===== src/rtl/arb_rr16_if.sv =====
// Request/grant bundle between 16 requesters and the round-robin arbiter.
// The master side drives requests; the slave side (arbiter) drives the grant.
interface arb_rr16_if;
   logic [15:0] req;
   logic [15:0] grant;
   logic [3:0]  grant_idx;
   logic        grant_valid;

   modport master (
      output req,
      input  grant,
      input  grant_idx,
      input  grant_valid
   );

   modport slave (
      input  req,
      output grant,
      output grant_idx,
      output grant_valid
   );
endinterface


===== src/rtl/arb_rr16.sv =====
// 16-way round-robin arbiter with registered one-hot grant, binary index and an
// optional hold limit that preempts a long-running grant when others wait.
module arb_rr16 #(
   parameter int unsigned MAX_HOLD = 8
) (
   input logic       clk,
   input logic       rst,
   arb_rr16_if.slave bus
);

   localparam logic [7:0] HoldLim = 8'(MAX_HOLD);

   typedef enum logic [0:0] {StIdle, StGrant} state_e;

   state_e      state_q;
   logic [3:0]  ptr_q;
   logic [7:0]  hold_cnt_q;
   logic [15:0] grant_q;
   logic [3:0]  idx_q;
   logic        valid_q;

   logic [3:0]  cand;
   logic [3:0]  win_idx;
   logic        win_any;
   logic        rel;
   logic        take;

   // Scan from ptr upward with wrap; iterating k downward lets the lowest offset win.
   always_comb begin
      cand    = ptr_q;
      win_idx = ptr_q;
      win_any = |bus.req;
      for (int k = 15; k >= 0; k--) begin
         cand = ptr_q + 4'(k);
         if (bus.req[cand]) win_idx = cand;
      end
   end

   always_comb begin
      rel  = !bus.req[idx_q] || ((MAX_HOLD != 0) && (hold_cnt_q == HoldLim));
      take = win_any && ((state_q == StIdle) || rel);
   end

   always_ff @(posedge clk) begin
      if (rst) begin
         state_q    <= StIdle;
         ptr_q      <= '0;
         hold_cnt_q <= '0;
         grant_q    <= '0;
         idx_q      <= '0;
         valid_q    <= 1'b0;
      end else if (take) begin
         // Covers both a fresh grant from idle and a direct handoff on release.
         state_q    <= StGrant;
         ptr_q      <= win_idx + 4'd1;
         hold_cnt_q <= 8'd1;
         grant_q    <= 16'(1) << win_idx;
         idx_q      <= win_idx;
         valid_q    <= 1'b1;
      end else if (state_q == StGrant) begin
         if (!rel) begin
            if (hold_cnt_q != 8'hFF) hold_cnt_q <= hold_cnt_q + 8'd1;
         end else begin
            state_q    <= StIdle;
            hold_cnt_q <= '0;
            grant_q    <= '0;
            idx_q      <= '0;
            valid_q    <= 1'b0;
         end
      end
   end

   assign bus.grant       = grant_q;
   assign bus.grant_idx   = idx_q;
   assign bus.grant_valid = valid_q;

endmodule


===== src/flat_wrapper.sv =====
// flat-port wrapper written by rule: the top's interface ports become plain ports
module arb_rr16_flat 
#(
   parameter int unsigned MAX_HOLD = 8
)
  (clk, rst, bus_req, bus_grant, bus_grant_idx, bus_grant_valid);
  arb_rr16_if bus_i ();
  input logic clk;
  input logic rst;
  input wire logic [$bits(bus_i.req)-1:0] bus_req;
  output wire logic [$bits(bus_i.grant)-1:0] bus_grant;
  output wire logic [$bits(bus_i.grant_idx)-1:0] bus_grant_idx;
  output wire logic [$bits(bus_i.grant_valid)-1:0] bus_grant_valid;
  assign bus_i.req = bus_req;
  assign bus_grant = bus_i.grant;
  assign bus_grant_idx = bus_i.grant_idx;
  assign bus_grant_valid = bus_i.grant_valid;
  arb_rr16 #(.MAX_HOLD(MAX_HOLD)) u_core (.clk(clk), .rst(rst), .bus(bus_i));
endmodule

===== config.mk =====
export PLATFORM = sky130hd
export DESIGN_NAME = arb_rr16_flat
export DESIGN_NICKNAME = d
export VERILOG_FILES = /design/src/rtl/arb_rr16_if.sv /design/src/rtl/arb_rr16.sv /design/src/flat_wrapper.sv
export SDC_FILE = /design/constraint.sdc
export NUM_CORES = 1
export LEC_CHECK = 0
export BUFFER_PORTS_ARGS = -buffer_cell sky130_fd_sc_hd__buf_2
export CAP_MARGIN = 20
export CELL_PAD_IN_SITES_DETAIL_PLACEMENT = 2
export CELL_PAD_IN_SITES_GLOBAL_PLACEMENT = 2
export CORE_UTILIZATION = 39
export CTS_BUF_LIST = sky130_fd_sc_hd__clkbuf_8
export DETAILED_ROUTE_END_ITERATION = 6
export PLACE_DENSITY_LB_ADDON = 0.1
export RECOVER_POWER = 100
export SKIP_CTS_REPAIR_TIMING = 1
export SYNTH_ARGS = -nofsm -noshare
export SYNTH_HDL_FRONTEND = slang
export SYNTH_SLANG_ARGS = --single-unit

===== constraint.sdc =====
create_clock -name clk -period 4.8 [get_ports clk]
set_input_delay 0.24 -clock clk [delete_from_list [all_inputs] [get_ports clk]]
set_output_delay 0.24 -clock clk [all_outputs]
set_load 0.005 [all_outputs]

**Word-level counts from Yosys, hierarchy flattened**

Cells that the tools add are included.

- Add/sub/neg operators: 17
- $lt $le $gt $ge: 17
- Equality and inequality tests: 2
- Shifts and indexed selects: 1
- Mux-type cells: 66
- Bitwise gates (word level): 1
- Reduce and logical (&&, ||, !) cells: 13

Operators by type and width:

| operator | number |
|---|---|
| $lt 4x5->1 const B | 17 |
| $mux 4 | 19 |
| $bmux 1 s4 | 17 |
| $mux 16 | 3 |
| $add 4x4->4 const B | 8 |
| $mux 1 | 25 |
| $add 4x3->4 const B | 4 |
| $mux 8 | 2 |
| $reduce_or 16->1 | 1 |
| $shl 1x4->16 const A | 1 |
| $add 4x1->4 const B | 2 |
| $add 4x2->4 const B | 2 |
| $add 8x1->8 const B | 1 |
| $eq 8x4->1 const B | 1 |
| $ne 8x8->1 const B | 1 |
| $reduce_and 2->1 | 3 |
| $reduce_bool 2->1 | 3 |
| $reduce_bool 3->1 | 1 |
| $logic_or 1x1->1 | 2 |
| $reduce_or 2->1 | 1 |
| $logic_and 1x1->1 | 1 |
| $logic_not 1->1 | 1 |
| $not 1->1 | 1 |

- Register bits after elaboration: 34
- Input port bits: 18
- Output and inout port bits: 21
- Word-level logic and storage cells: 124

**Logic depth before layout (Yosys ltp)**

- Depth in word-level cells: 21
- Mapped depth: 20

**Least setup slack after synthesis**

Ideal clock, no wire load.

- Path kind: reg-to-reg
- Start point: reg u_core.ptr_q[1]
- End point: reg u_core.grant_q[15] (netlist: u_core.bus.grant[15])
- Setup time: 0.128 ns
- Arrival time: 3.931 ns
- Data required time: 4.672 ns
- Setup slack: 0.741 ns
- Cell stages (with the launch flop): 20
- Buffers on the path: 3
- Clock period less this slack: 4.059 ns
- Cell sequence: dfxtp_1 -> buf_4 -> buf_2 -> clkinv_1 -> ha_1 -> buf_2 -> mux4_2 -> mux2i_1 -> nor2_1 -> nor2_2 -> nand3_1 -> a31oi_1 -> a41o_1 -> o31a_2 -> nor2_2 -> ha_1 -> nand2_1 -> nor2_1 -> a31oi_1 -> nor2_1

- Word-level cells in the longest chain between the ends: 21
- Elaborated cells between the ends (all ways): 65
- Those cells by class: add/sub: 15; shift: 1; mux: 49

RTL lines:

| element | RTL line | source |
|---|---|---|
| start, declared | arb_rr16.sv:16 | `logic [3:0] ptr_q;` |
| start signal, assigned | arb_rr16.sv:55 | `ptr_q <= win_idx + 4'd1;` |
| $add 4x4->4 | arb_rr16.sv:34 | `cand = ptr_q + 4'(k);` |
| $bmux 1 s4 | arb_rr16.sv:35 | `if (bus.req[cand]) win_idx = cand;` |
| $mux 1 (not written as such) | arb_rr16.sv:35 |  |
| $mux 4 (15 in a row) | arb_rr16.sv:35 |  |
| $mux 4 * | arb_rr16.sv:35 |  |
| $shl 1x4->16 * | arb_rr16.sv:57 | `grant_q <= 16'(1) << win_idx;` |
| $mux 16 * | arb_rr16.sv:52 | `end else if (take) begin` |
| end signal, assigned | arb_rr16.sv:57 |  |
| end, declared | arb_rr16.sv:18 | `logic [15:0] grant_q;` |

Mark *: on every way between the ends. The rest lies on a longest branch, timed or not. The select of a mux whose other input is x is not followed.
A chain may end at the register's enable or synchronous reset.

**Worst setup path in the final report**

- Start point: reg u_core.ptr_q[1]
- End point: reg u_core.ptr_q[3]

- Word-level cells in the longest chain between the ends: 20
- Elaborated cells between the ends (all ways): 64
- Those cells by class: add/sub: 16; mux: 48

RTL lines:

| element | RTL line |
|---|---|
| $add 4x4->4 | arb_rr16.sv:34 |
| $bmux 1 s4 | arb_rr16.sv:35 |
| $mux 1 (not written as such) | arb_rr16.sv:35 |
| $mux 4 (15 in a row) | arb_rr16.sv:35 |
| $mux 4 * | arb_rr16.sv:35 |
| $add 4x1->4 * | arb_rr16.sv:55 |

Marks and branches as above.

==> impl_metrics.yaml <==
status:
  status: "completed"
floorplan:
  start_util_pct: 40.3
  die_y_um: 103
  die_area_sq_um: 10500
  dieWidth_um: 103
  io_pins: 39
  core_area_sq_um: 9820
  rows: 36
clock_tree:
  clk_pin_slew_ps: 70
  clockBufferDepth: 2
  insertion_delay_ps: 290
  cts_tree: "yes"
  cts_max_level: 2
  cts_root_buf: "clkbuf_8"
  cts_buffers: 5
  cts.sinks: 34
detailed_routing:
  routed_via_density: 6.31
  ant_nets: 0
  drt_iter0_markers: 172
  routed_wirelength_um: 14300
  remaining_drc_errors: 0
  via_count: 3725
  dr.pass1.iters: 4
  wl_per_cell_um: 24.2
place:
  place_hpwl_um: 11100
  place_congestion: 0.950
  io_buffers: 38
sta:
  max_freq_mhz: 229
  hold_viol_final: 0
  slew_headroom_pct: 12.4
  setup_violations: 0
  fin_worst_skew_ps: 8.65
  fin_crit_sh_pct: 91.0
  setup_tns_ps: 0
  holdWs_ps: 300
  fin_crit_ps: 4370
  grt_setup_unrepaired: "false"
  tightestPinTransition_ps: 1300
  slew_viol_final: 0
worst_hold_path:
  hp-class: "primary input to register"
  worstHoldStart: "rst"
global_route:
  antenna_found_initial: 0
  overflow: 0
  grt_max_degree: 27
  grt_pass1_vias: 3823
  grt_util_all_layers_pct: 28.8
  grt_pass1_wl_um: 22500
worst_setup_path:
  path_cells: "clkinv_1, buf_4, ha_1, mux4_2, mux2i_1, a21bo_2, a21oi_1, nor2_1, a2111oi_0, a31oi_1, nor3_1, a21bo_1, nand3_1"
  r2r_end: "u_core.ptr_q[3]"
  crit_path_start_kind: "register"
  r2r_setup_slack_ps: 430
  end_kind: "register"
  critPathRequiredTime_ps: 5030
  critPathMaxStageDelay_ps: 710
  path_class: "register to register"
  worstSetupStartpoint: "u_core.ptr_q[1]"
  cp_max_fo: 11
  r2r_cells: 13
  slowest_stage: "ha_1"
  endpoint: "u_core.ptr_q[3]"
  r2r-start: "u_core.ptr_q[1]"
  cp.arrival_ps: 4600
yosys:
  yosysWarnings: 0
  synth.distinct_cells: 77
  synthCells: 422
  synth.cell_area_sq_um: 3950
  seq_area_frac_synth_pct: 17.2
  async_flop_share_pct: 0
  synth_edf_count: 0
  synth_ff_type: "dfxtp_1"
  synth_nets: 450
  postSynthAreaPerCell_sq_um: 9.37
  ys_ff_latch: 34
power_and_ir_drop:
  p_per_area_nw_per_um2: 792
  ir_drop_v: 0.000340
  p_leak_uw: 0.00157
job:
  maxCapViolCount: 0
final_layout:
  fillers: 1144
  seqCellArea_sq_um: 681
  syn_to_final_growth_pct: 9.40
  multiInputGateArea_sq_um: 3050
  fin_nets: 484
  antenna_cells: 0
  drive_above_1_share_pct: 24.5
-- cells in the mapped netlist (4+ instances only) --
cell type / count / share of area, %
nand2_1: 44 / 4.2
xor2_1: 5 / 1.1
o22ai_1: 5 / 0.79
nor3_2: 4 / 1.0
inv_1: 12 / 1.1
xnor2_1: 10 / 2.2
nor4_1: 4 / 0.63
nand2b_1: 6 / 0.95
a31oi_1: 8 / 1.3
nor3b_1: 4 / 0.76
mux2i_1: 35 / 8.9
ha_1: 10 / 3.2
o211ai_1: 5 / 0.95
mux4_2: 29 / 17
a21o_1: 4 / 0.76
nand4_1: 6 / 0.95
a21oi_1: 13 / 1.6
o21ai_1: 13 / 1.6
nand3_1: 11 / 1.4
buf_2: 4 / 0.51
mux2i_2: 6 / 2.1
mux2_2: 10 / 2.8
nor3_1: 4 / 0.51
clkbuf_1: 8 / 0.76
nor2_1: 40 / 3.8
o21ai_0: 13 / 1.6
dfxtp_1: 34 / 17
-- how the worst min path moves through the flow --
stage,to,slack [ps],depth (start not counted)
floorplan,u_core.bus.grant[4],440,2
global placement,u_core.bus.grant[4],430,2
detailed placement,u_core.bus.grant[4],440,2
CTS,u_core.bus.grant_idx[0],310,2
global route,u_core.state_q,330,2
finish,u_core.bus.grant_idx[0],300,2
-- flip-flops by register name, summed over array words and instances, names as in the netlist --
signal	count
u_core.bus.grant	16
u_core.bus.grant_idx	4
u_core.bus.grant_valid	1
u_core.hold_cnt_q	8
u_core.ptr_q	4
u_core.state_q	1
-- cell families after synthesis --
kind of cell | count (synthesis) | synth area share [%]
XOR/XNOR | 19 | 5.54
multiplexers | 85 | 33.5
AO/OA/AOI/OAI | 98 | 18.7
AND/OR/NAND/NOR | 141 | 17.3
flip-flops | 34 | 17.2
adder cells (fa/ha/maj) | 10 | 3.17
buffers and inverters | 35 | 4.62
-- layout make-up --
type / instances / area share, %
multi-input cells: 353 / 70.5
flip-flops and latches: 34 / 15.7
repair buffers: 46 / 5.38
well taps: 133 / 3.85
clock buffers: 5 / 1.59
clock inverters: 3 / 1.59
inverters: 16 / 1.39
-- worst max-delay path: cells and delay by family, from the launching register on --
kind | cells | cell delay, ps
multiplexers | 2 | 850
buffers and inverters | 2 | 280
AND/OR/NAND/NOR | 3 | 540
adder cells (fa/ha/maj) | 1 | 710
flip-flops | 1 | 330
AO/OA/AOI/OAI | 5 | 1570
-- stage by stage --
step,total power [uW],utilization [%],instance area (sq um),std cells,worst slack (ps)
floorplan,2410,-,3950,422,741
global placement,3030,43.2,4250,582,781
detailed placement,3110,43.2,4250,582,666
CTS,3460,44.6,4380,590,610
global route,3640,44.0,4320,590,169
finish,3430,44.0,4320,590,434
-- where the power goes --
part           internal, uW  switching [uW]  total, uW
logic                  1060            1670       2730
registers               336            40.1        377
clock network           208             116        324
-- metal layers --
layer / wire, um / global-route usage [%] / part of all wire, %
met1: 6570 / 41.0 / 46
met2: 6790 / 46.8 / 47
met3: 781 / 4.20 / 5.5
met4: 169 / 4.84 / 1.2
met5: 0 / 0 / 0
-- layout by cell type, fill, tap and decap left out, types with 4 or more instances in the layout --
cell type and count:
a21o_1 4, a21oi_1 13, a31oi_1 9, buf_2 24, buf_4 8, clkbuf_1 14
clkbuf_8 5, dfxtp_1 34, ha_1 10, inv_1 12, mux2_2 10, mux2i_1 35
mux2i_2 6, mux4_2 29, nand2_1 44, nand2b_1 6, nand3_1 11, nand4_1 6
nor2_1 41, nor3_1 5, nor3b_1 4, nor4_1 4, o211ai_1 5, o21ai_0 23
o22ai_1 5, xnor2_1 10, xor2_1 5
Note: power is estimated with default switching activity, not from simulation.
